==> src/rtl/jt49_cmd_logger.sv <==
// rtl/jt49_cmd_logger.sv - jt49 register-write bus monitor logging {wait, addr, data} words into a FWFT FIFO
module jt49_cmd_logger #(
   parameter int WAIT_SHIFT = 11,
   parameter int DEPTH_LOG2 = 4
) (
   input  logic                  clk,
   input  logic                  rst_n,
   input  logic                  en,
   input  logic                  cs_n,
   input  logic                  wr_n,
   input  logic [3:0]            addr,
   input  logic [7:0]            din,
   input  logic                  rd,
   output logic [23:0]           dout,
   output logic                  empty,
   output logic [DEPTH_LOG2:0]   count,
   output logic                  ovf,
   input  logic                  clr_ovf
);

   localparam int DEPTH = 1 << DEPTH_LOG2;
   localparam logic [DEPTH_LOG2:0]   CNT_FULL = DEPTH[DEPTH_LOG2:0];
   localparam logic [DEPTH_LOG2:0]   CNT_ONE  = 1;
   localparam logic [DEPTH_LOG2-1:0] PTR_ONE  = 1;
   localparam logic [WAIT_SHIFT-1:0] PRE_ONE  = 1;

   logic [WAIT_SHIFT-1:0] pre;
   logic [11:0]           units;
   logic [23:0]           mem [DEPTH];
   logic [DEPTH_LOG2-1:0] rptr;
   logic [DEPTH_LOG2-1:0] wptr;
   logic [DEPTH_LOG2-1:0] rptr_next;
   logic                  write;
   logic                  full;
   logic                  push;
   logic                  pop;
   logic                  drop;
   logic [23:0]           word;

   // A write is any enabled edge with both strobes low; when full, a same-cycle pop makes room
   always_comb begin
      write     = en & ~cs_n & ~wr_n;
      full      = (count == CNT_FULL);
      empty     = (count == '0);
      pop       = rd & ~empty;
      push      = write & (~full | rd);
      drop      = write & full & ~rd;
      word      = {units, addr, din};
      rptr_next = rptr + PTR_ONE;
   end

   // Inter-write timer: prescaler feeds a saturating unit counter, restarted by each logged write
   always_ff @(posedge clk) begin
      if (!rst_n || !en) begin
         pre   <= '0;
         units <= '0;
      end else if (push) begin
         pre   <= '0;
         units <= '0;
      end else begin
         pre <= pre + PRE_ONE;
         if (&pre && units != 12'hfff)
            units <= units + 12'd1;
      end
   end

   // Entry storage; contents need no reset since count gates visibility
   always_ff @(posedge clk) begin
      if (rst_n && push)
         mem[wptr] <= word;
   end

   // Pointers and occupancy count
   always_ff @(posedge clk) begin
      if (!rst_n) begin
         rptr  <= '0;
         wptr  <= '0;
         count <= '0;
      end else begin
         if (push) wptr <= wptr + PTR_ONE;
         if (pop)  rptr <= rptr_next;
         case ({push, pop})
            2'b10:   count <= count + CNT_ONE;
            2'b01:   count <= count - CNT_ONE;
            default: count <= count;
         endcase
      end
   end

   // Registered head word: load the new entry when it becomes head, else the next stored entry on pop
   always_ff @(posedge clk) begin
      if (!rst_n) begin
         dout <= '0;
      end else if (push && (empty || (count == CNT_ONE && pop))) begin
         dout <= word;
      end else if (pop && count > CNT_ONE) begin
         dout <= mem[rptr_next];
      end
   end

   // Sticky overflow: a drop in the same cycle as clr_ovf keeps the flag set
   always_ff @(posedge clk) begin
      if (!rst_n)
         ovf <= 1'b0;
      else if (drop)
         ovf <= 1'b1;
      else if (clr_ovf)
         ovf <= 1'b0;
   end

endmodule

==> config.mk <==
export PLATFORM = sky130hd
export DESIGN_NAME = jt49_cmd_logger
export DESIGN_NICKNAME = d
export VERILOG_FILES = /design/src/rtl/jt49_cmd_logger.sv
export SDC_FILE = /design/constraint.sdc
export NUM_CORES = 1
export LEC_CHECK = 0
export ABC_AREA = 1
export BUFFER_PORTS_ARGS = -buffer_cell sky130_fd_sc_hd__buf_2
export CORE_ASPECT_RATIO = 0.6
export CORE_UTILIZATION = 60
export CTS_BUF_LIST = sky130_fd_sc_hd__clkbuf_8
export DETAILED_ROUTE_END_ITERATION = 10
export GPL_ROUTABILITY_DRIVEN = 0
export GPL_TIMING_DRIVEN = 0
export PLACE_DENSITY = 0.79
export SYNTH_ARGS = -nofsm -noshare
export SYNTH_HDL_FRONTEND = slang
export SYNTH_SLANG_ARGS = --single-unit
==> constraint.sdc <==
create_clock -name clk -period 3.83 [get_ports clk]
set_input_delay 0.383 -clock clk [delete_from_list [all_inputs] [get_ports clk]]
set_output_delay 0.383 -clock clk [all_outputs]
set_load 0.02 [all_outputs]
==> implementation parameters, run 1 <==
Parameter                              Value

CTS
  H-tree level count    2
  CTS tree    done
  Number of buffers between clock root and the deepest sink    3
  Post-CTS Setup Inserts    0
  CTS-repair resized insts    0
  Clk slew on worst S/H paths    around 0.07 ns
  CTS sink count    approximately 450
  Total CTS buffers    between 60 and 70
  Clock Root Buffer    sky130_fd_sc_hd__clkbuf_8
  Clk Latency, worst-skew pair    0.66 ns

Final layout
  Diodes inserted    0
  Final Non-Filler Cells    2607
  Number of fill cells in the layout    ~2300
  Area growth, synth to finish    11.32%
  Proportion of layout cells with a drive suffix above 1    12.69%
  Final nets    ~2200

Synthesis
  Sequential fraction of the synthesis area    about two thirds
  Number of warnings issued by yosys    0
  Mean instance size in the synthesized netlist    9.774 um2
  Post-synth net total    2040
  Mapped Cells    2009
  FF+latch count, synth    445
  Synthesized cell area    19640 um2
  Library cells used by synthesis    31

Detailed routing
  Remaining routing DRC violations    0
  Number of detailed-route iterations in the first pass    6
  Post-route antenna net violation count    0
  WL final    54780 um
  Via count    14890
  Via-per-instance ratio    5.712
  Routed length per instance    roughly 21 um
  DRC marker count from the first detailed-route iteration    1975

Floorplanning
  Die outline area    approximately 33000 um2
  Starting density of the core    62.03%
  Number of core rows    50
  Die Span X    approximately 240 um
  Core Box Area    approximately 32000 um2
  Top-level I/O count    50
  Chip Height    142.1 um

Setup path
  Required time of the critical path    roughly 4.2 ns
  R2r setup slk    roughly 0.66 ns
  Arrival time of the worst setup path    3.54 ns
  Setup crit start kind    flop
  Peak fanout along the critical path    9
  Classification of the worst setup path    reg2reg
  Nature of the critical path endpoint    flop

Placement
  # port buffers    49
  Half-perimeter wire length of the detailed placement result    37010 um
  Post-placement worst setup slack    slightly below 0.8 ns
  Placed Instances    2490

STA
  Final setup violation count    0
  Max frequency    315.1 MHz
  Number of max-slew violations in the final report    0
  Post-Route Setup TNS    0 ns
  Worst clock skew    roughly 0.031 ns
  Fraction of the cycle the final worst path needs    82.87%
  Normalized max-slew margin    roughly 29%
  Worst slew pin tran    1.056 ns
  Final hold vios    0
  Shortest clock period the worst path allows after layout    approximately 3.2 ns
  Setup repair after global routing missed its margin    false
  Post-layout worst setup margin    0.6562 ns

Power
  Overall power    15.58 mW
  IR Drop Worst-Case VDD    0.4637 mV
  Power per cell area    712.6 nW/um2
  Standby leakage power    9.459 nW

GRT
  Aggregate global routing overflow    0
  Antenna violations before repair    0
  Overall routing resource usage    roughly 33%
  Wire length of the first global-routing pass    a little over 80000 um
  Maximum number of pins on one net before global-route repair    25
  Via count of the first global-routing pass    14120

Job
  Total of max-cap violations    0

Outcome
  Result of the run    finished clean

Worst hold path
  Path type of the worst min-delay path    in2reg
## cell usage after synthesis (all sizes together)
cell    number  area [um2]
xor2        10       95.10
dfxtp       61        1221
a21oi       49       320.3
edfxtp     384       11530
a31o         1       8.760
o21a         1       7.510
nor3b        1       7.510
nand2      604        2275
nand3      350        1767
nand4        5       31.28
or2          1       6.260
inv        349        1310
clkbuf      19       71.32
xnor2        7       61.31
buf         76       414.1
ha          12       150.1
nor3        14       70.07
o21ai       21       112.6
nor2        44       175.2
## worst max-delay path, stage by stage (launching register included)
cell                      delay (ns)
sky130_fd_sc_hd__dfxtp_1        0.46
sky130_fd_sc_hd__inv_1          0.15
sky130_fd_sc_hd__ha_1           0.25
sky130_fd_sc_hd__nand3_1        0.13
sky130_fd_sc_hd__nor2_1         0.09
sky130_fd_sc_hd__nor2_4         0.26
sky130_fd_sc_hd__nand2_1        0.27
sky130_fd_sc_hd__nor3_2         0.69
sky130_fd_sc_hd__buf_4          0.38
sky130_fd_sc_hd__buf_8          0.19
## cell type report
cell class              instances  area [um2]  share of cell area (%)
flip-flops and latches        445       12750                   58.34
repair buffers                 66       435.4                   1.992
clock buffers                  71       977.2                   4.471
clock inverters                45       190.2                  0.8701
inverters                     349        1310                   5.993
multi-input cells            1120        5187                   23.73
well taps                     416       520.5                   2.381
plain buffers                  95       485.5                   2.221
## routing by layer
metal,vias up,routed length [um],GRT usage (%)
met3,155,8856,13.21
met1,6920,21550,45.68
met5,-,0,0
li1,6762,-,-
met2,1055,22620,47.88
met4,0,1752,11.56
## cells by family (layout without fill, tap and decap cells)
| family | Yosys count | after routing | share of synthesized area (%) |
|---|---|---|---|
| and+or+nand+nor | 1019 | 1019 | 22.06 |
| DFF | 445 | 445 | 64.95 |
| buffers and inverters | 444 | 626 | 9.144 |
| AOI/OAI and AO/OA | 72 | 72 | 2.288 |
| xor gates and xnor gates | 17 | 17 | 0.7966 |
| adders and majority gates | 12 | 12 | 0.7647 |
## worst paths after layout
kind                                        endpoint  depth (start not counted)             startpoint
worst max-delay path            mem[15][3]$_DFFE_PP_                          9  count[1]$_SDFFE_PN0P_
worst max register to register  mem[15][3]$_DFFE_PP_                          9  count[1]$_SDFFE_PN0P_
worst min register to register     pre[0]$_SDFF_PP0_                          1      pre[0]$_SDFF_PP0_
worst min-delay path            rptr[3]$_SDFFE_PN0P_                          3                  rst_n
## layout by cell type, fill, tap and decap left out, types with 2 or more instances in the layout
cell,Yosys,layout
sky130_fd_sc_hd__nor2_4,1,9
sky130_fd_sc_hd__clkinv_1,0,14
sky130_fd_sc_hd__inv_1,343,359
sky130_fd_sc_hd__buf_2,58,107
sky130_fd_sc_hd__a21oi_1,29,29
sky130_fd_sc_hd__buf_1,4,4
sky130_fd_sc_hd__o21ai_2,2,2
sky130_fd_sc_hd__buf_8,0,2
sky130_fd_sc_hd__dfxtp_1,61,61
sky130_fd_sc_hd__nor3_1,14,6
sky130_fd_sc_hd__a21oi_2,20,20
sky130_fd_sc_hd__nor2_1,42,34
sky130_fd_sc_hd__nand3_2,3,3
sky130_fd_sc_hd__buf_6,1,13
sky130_fd_sc_hd__clkbuf_8,0,71
sky130_fd_sc_hd__clkbuf_1,19,19
sky130_fd_sc_hd__ha_1,12,12
sky130_fd_sc_hd__nor3_2,0,8
sky130_fd_sc_hd__xnor2_1,7,7
sky130_fd_sc_hd__xor2_1,9,9
sky130_fd_sc_hd__o21ai_1,2,2
sky130_fd_sc_hd__nand4_1,5,5
sky130_fd_sc_hd__inv_2,6,6
sky130_fd_sc_hd__nand2_2,3,3
sky130_fd_sc_hd__o21ai_0,17,17
sky130_fd_sc_hd__buf_4,13,15
sky130_fd_sc_hd__nand2_1,601,601
sky130_fd_sc_hd__nand3_1,347,347
sky130_fd_sc_hd__clkinv_2,0,14
sky130_fd_sc_hd__edfxtp_1,384,384
## report_power, final
group	total (mW)	switching (mW)	internal, mW	leakage (nW)
clock	3.53	1.84	1.69	0.673
sequential	5.51	0.149	5.36	3.87
combinational	6.54	4.80	1.74	4.91
total	15.6	6.78	8.79	9.46
## sequential cells by signal, summed over array words and instances, names as in the netlist
signal / cells
count: 5
dout: 24
mem: 384
ovf: 1
pre: 11
rptr: 4
units: 12
wptr: 4
## per-stage QoR
| stage | hold slack (ns) | util, % | cell area [um2] |
|---|---|---|---|
| floorplan | 0.4175 | - | 19640 |
| global placement | 0.4291 | 64.45 | 20400 |
| detailed placement | 0.4402 | 65.33 | 20680 |
| CTS | 0.01446 | 69.05 | 21860 |
| global route | 0.03729 | 69.05 | 21860 |
| finish | 0.02372 | 69.05 | 21860 |
## timing repair
item	4_1_cts	5_1_grt
endpoints found under the hold margin	1	0
setup endpoints to repair	0	0
hold buffers	1	0
Power figures use the tool's default switching activity.
==> inputs of run 2 (changes only) <==
--- a/config.mk
+++ b/config.mk
@@ -8,12 +8,12 @@
 export ABC_AREA = 1
 export BUFFER_PORTS_ARGS = -buffer_cell sky130_fd_sc_hd__buf_2
 export CORE_ASPECT_RATIO = 0.6
-export CORE_UTILIZATION = 60
+export CORE_UTILIZATION = 59
 export CTS_BUF_LIST = sky130_fd_sc_hd__clkbuf_8
 export DETAILED_ROUTE_END_ITERATION = 10
 export GPL_ROUTABILITY_DRIVEN = 0
 export GPL_TIMING_DRIVEN = 0
-export PLACE_DENSITY = 0.79
+export PLACE_DENSITY = 0.81
 export SYNTH_ARGS = -nofsm -noshare
 export SYNTH_HDL_FRONTEND = slang
 export SYNTH_SLANG_ARGS = --single-unit
==> constraint.sdc (replaced) <==
create_clock -name clk -period 2.8 [get_ports clk]
set_input_delay 0.28 -clock clk [delete_from_list [all_inputs] [get_ports clk]]
set_output_delay 0.28 -clock clk [all_outputs]
set_load 0.02 [all_outputs]
==> implementation parameters, run 2 (synthesis results as in run 1) <==
Parameter                              Value

Final layout
  Area growth, synth to finish    12.59% (was 11.32%)
  Final nets    2175 (was 2169)
  Flip-flop count of the largest register, all copies and words added    384 (unchanged)
  Register containing the most flip-flops in the final layout    mem (unchanged)
  Diodes inserted    0 (unchanged)
  Most common library cell in the layout ignoring fill and taps    sky130_fd_sc_hd__nand2_1 (unchanged)
  Registers with the highest flip-flop counts    mem: 384 flops, dout: 24 flops, units: 12 flops (unchanged)
  Final core occ    67.80% (was 69.05%)
  Final Non-Filler Cells    2644 (was 2607)
  Proportion of layout cells with a drive suffix above 1    12.90% (was 12.69%)
  Most frequent cells in the layout    sky130_fd_sc_hd__nand2_1 (599), sky130_fd_sc_hd__edfxtp_1 (384), sky130_fd_sc_hd__inv_1 (356) (was sky130_fd_sc_hd__nand2_1 (601), sky130_fd_sc_hd__edfxtp_1 (384), sky130_fd_sc_hd__inv_1 (359))

Setup path
  Arrival time of the worst setup path    3.09 ns (was 3.54 ns)
  Register-to-Register Path Depth    8 (was 9)
  R2r setup slk    0.07 ns (was 0.66 ns)
  Startpoint of the most critical register-to-register path    count[0]$_SDFFE_PN0P_ (was count[1]$_SDFFE_PN0P_)
  Nature of the critical path endpoint    flop (unchanged)
  Classification of the worst setup path    reg2reg (unchanged)
  Setup crit start kind    flop (unchanged)
  Required time of the critical path    3.15 ns (was 4.19 ns)
  Worst flop-to-flop path endpoint    mem[9][3]$_DFFE_PP_ (was mem[15][3]$_DFFE_PP_)
  Peak fanout along the critical path    14 (was 9)

STA
  Normalized max-slew margin    31.17% (was 29.44%)
  Hold slack    0.05464 ns (was 0.02372 ns)
  Max frequency    366.0 MHz (was 315.1 MHz)
  Worst clock skew    0.03235 ns (was 0.03136 ns)
  Final hold vios    0 (unchanged)
  Worst slew pin tran    1.031 ns (was 1.056 ns)
  Shortest clock period the worst path allows after layout    2.732 ns (was 3.174 ns)
  Post-Route Setup TNS    0 ns (unchanged)
  Final setup violation count    0 (unchanged)
  Number of max-slew violations in the final report    0 (unchanged)
  Setup repair after global routing missed its margin    true (was false)
  Fraction of the cycle the final worst path needs    97.58% (was 82.87%)

GRT
  Via count of the first global-routing pass    14380 (was 14120)
  Maximum number of pins on one net before global-route repair    25 (unchanged)
  Aggregate global routing overflow    0 (unchanged)
  Wire length of the first global-routing pass    80650 um (was 81250 um)
  Overall routing resource usage    32.10% (was 33.15%)
  Antenna violations before repair    1 (was 0)

Job
  Total of max-cap violations    0 (unchanged)

Floorplanning
  Top-level I/O count    50 (unchanged)
  Die Span X    237.5 um (was 235.5 um)
  Number of core rows    51 (was 50)
  Starting density of the core    60.22% (was 62.03%)
  Chip Height    143.3 um (was 142.1 um)
  Die outline area    34040 um2 (was 33480 um2)
  Core Box Area    32610 um2 (was 31660 um2)

Worst hold path
  Path type of the worst min-delay path    in2reg (unchanged)
  Worst hold path endpoint    mem[8][11]$_DFFE_PP_ (was rptr[3]$_SDFFE_PN0P_)
  Worst hold path cell count    1 (was 3)
  Source of the worst hold timing path    addr[3] (was rst_n)

CTS
  Clk Latency, worst-skew pair    0.66 ns (about the same)
  Total CTS buffers    60 (was 61)
  CTS sink count    445 (unchanged)
  H-tree level count    2 (unchanged)
  Clock Root Buffer    sky130_fd_sc_hd__clkbuf_8 (unchanged)
  Clk slew on worst S/H paths    0.07 ns (about the same)
  CTS tree    done (unchanged)
  Number of buffers between clock root and the deepest sink    3 (unchanged)

Detailed routing
  Remaining routing DRC violations    0 (unchanged)
  Number of detailed-route iterations in the first pass    6 (unchanged)
  Via-per-instance ratio    5.702 (was 5.712)
  Via count    15080 (was 14890)
  Routed length per instance    20.51 um (was 21.01 um)
  Highest signal layer in the routed design    met4 (unchanged)
  Routed wire length on met2    22790 um (was 22620 um)
  DRC marker count from the first detailed-route iteration    2182 (was 1975)
  WL final    54230 um (was 54780 um)
  Post-route antenna net violation count    0 (unchanged)
  Wire length on met1    20850 um (was 21550 um)
  Total length of routed met3 wires    8951 um (was 8856 um)

Power
  Comb power frac    41.9% (was 42.0%)
  Net switching power of the design    9.186 mW (was 6.784 mW)
  IR Drop Worst-Case VDD    0.5911 mV (was 0.4637 mV)
  Clock power frac    22.8% (was 22.6%)
  Power per cell area    960.7 nW/um2 (was 712.6 nW/um2)
  Standby leakage power    9.560 nW (was 9.459 nW)
  Cell-internal power    12.05 mW (was 8.792 mW)
  Sequential Power Share    35.3% (was 35.4%)
  Switching part of the total    43.25% (was 43.55%)

Placement
  # port buffers    49 (unchanged)
  Placed Instances    2527 (was 2490)
  Half-perimeter wire length of the detailed placement result    36110 um (was 37010 um)

Outcome
  Result of the run    finished clean (unchanged)
-- run 2: changes by cell type in the layout (fill, tap and decap cells not counted), moves of 2 or more --
cell,change
sky130_fd_sc_hd__buf_16,+5
sky130_fd_sc_hd__buf_6,-3
sky130_fd_sc_hd__buf_8,+3
sky130_fd_sc_hd__clkbuf_8,-2
sky130_fd_sc_hd__dlygate4sd3_1,+2
sky130_fd_sc_hd__inv_1,-3
sky130_fd_sc_hd__nand2_1,-2
sky130_fd_sc_hd__nand2_2,+2
sky130_fd_sc_hd__nor3_2,-6
sky130_fd_sc_hd__nor3_4,+6
-- run 2: power by group through the flow --
stage	Sequential, mW	Combinational (mW)	Clock, mW
2_1_floorplan	7.77	5.10	0
3_3_place_gp	7.61	8.10	0
3_5_place_dp	7.62	8.35	0
4_1_cts	7.49	8.43	4.82
5_1_grt	7.50	9.44	5.12
6_report	7.50	8.90	4.84
-- run 2: layout make-up --
type	count	area, um2
fill	2297	10500
sequential	445	12750
timing repair buffer	73	616.8
inverter	349	1310
clock inverter	43	205.2
tap	450	563.0
buffer	95	485.5
multi-input combinational	1120	5225
clock buffer	69	949.7
-- run 2: how the worst max path moves through the flow --
stage,to,depth (start not counted),slack (ns),from
3_5_place_dp,mem[3][20]$_DFFE_PP_,9,-0.11,count[0]$_SDFFE_PN0P_
6_report,mem[9][3]$_DFFE_PP_,8,0.07,count[0]$_SDFFE_PN0P_
5_1_grt,mem[9][0]$_DFFE_PP_,8,-0.06,count[0]$_SDFFE_PN0P_
4_1_cts,mem[10][3]$_DFFE_PP_,8,0.03,count[0]$_SDFFE_PN0P_
3_3_place_gp,mem[3][20]$_DFFE_PP_,7,-2.16,count[0]$_SDFFE_PN0P_
2_1_floorplan,mem[7][0]$_DFFE_PP_,7,-0.67,count[0]$_SDFFE_PN0P_
-- run 2: per-layer routing --
| metal | global-route usage, % | up-vias |
|---|---|---|
| met5 | 0 | - |
| met4 | 10.46 | 0 |
| met3 | 12.26 | 166 |
| met2 | 47.54 | 1103 |
| met1 | 43.86 | 7030 |
| li1 | - | 6777 |
-- run 2: stage by stage --
stage | total power, mW | area (um2) | setup WS [ns]
floorplan | 12.87 | 19650 | -0.6715
global placement | 15.72 | 20460 | -2.158
detailed placement | 15.98 | 20850 | -0.1060
CTS | 20.74 | 22040 | 0.02576
global route | 22.07 | 22110 | -0.05850
finish | 21.24 | 22110 | 0.06785
-- run 2: critical path, stage by stage, from the launching register on --
cell	delay (ns)
sky130_fd_sc_hd__dfxtp_1	0.43
sky130_fd_sc_hd__inv_1	0.12
sky130_fd_sc_hd__ha_1	0.26
sky130_fd_sc_hd__nand3_1	0.13
sky130_fd_sc_hd__o21ai_2	0.12
sky130_fd_sc_hd__nor2_1	0.24
sky130_fd_sc_hd__inv_1	0.23
sky130_fd_sc_hd__nor3_4	0.65
sky130_fd_sc_hd__buf_16	0.24
-- run 2: timing repair --
| action | 4_1_cts | 5_1_grt |
|---|---|---|
| gates resized for setup | 1 | 8 |
| pin swaps | 0 | 2 |
| setup buffers | 0 | 2 |
| hold endpoints to repair | 3 | 0 |
| hold buffers | 3 | 0 |
| endpoints found under the setup margin | 8 | 123 |
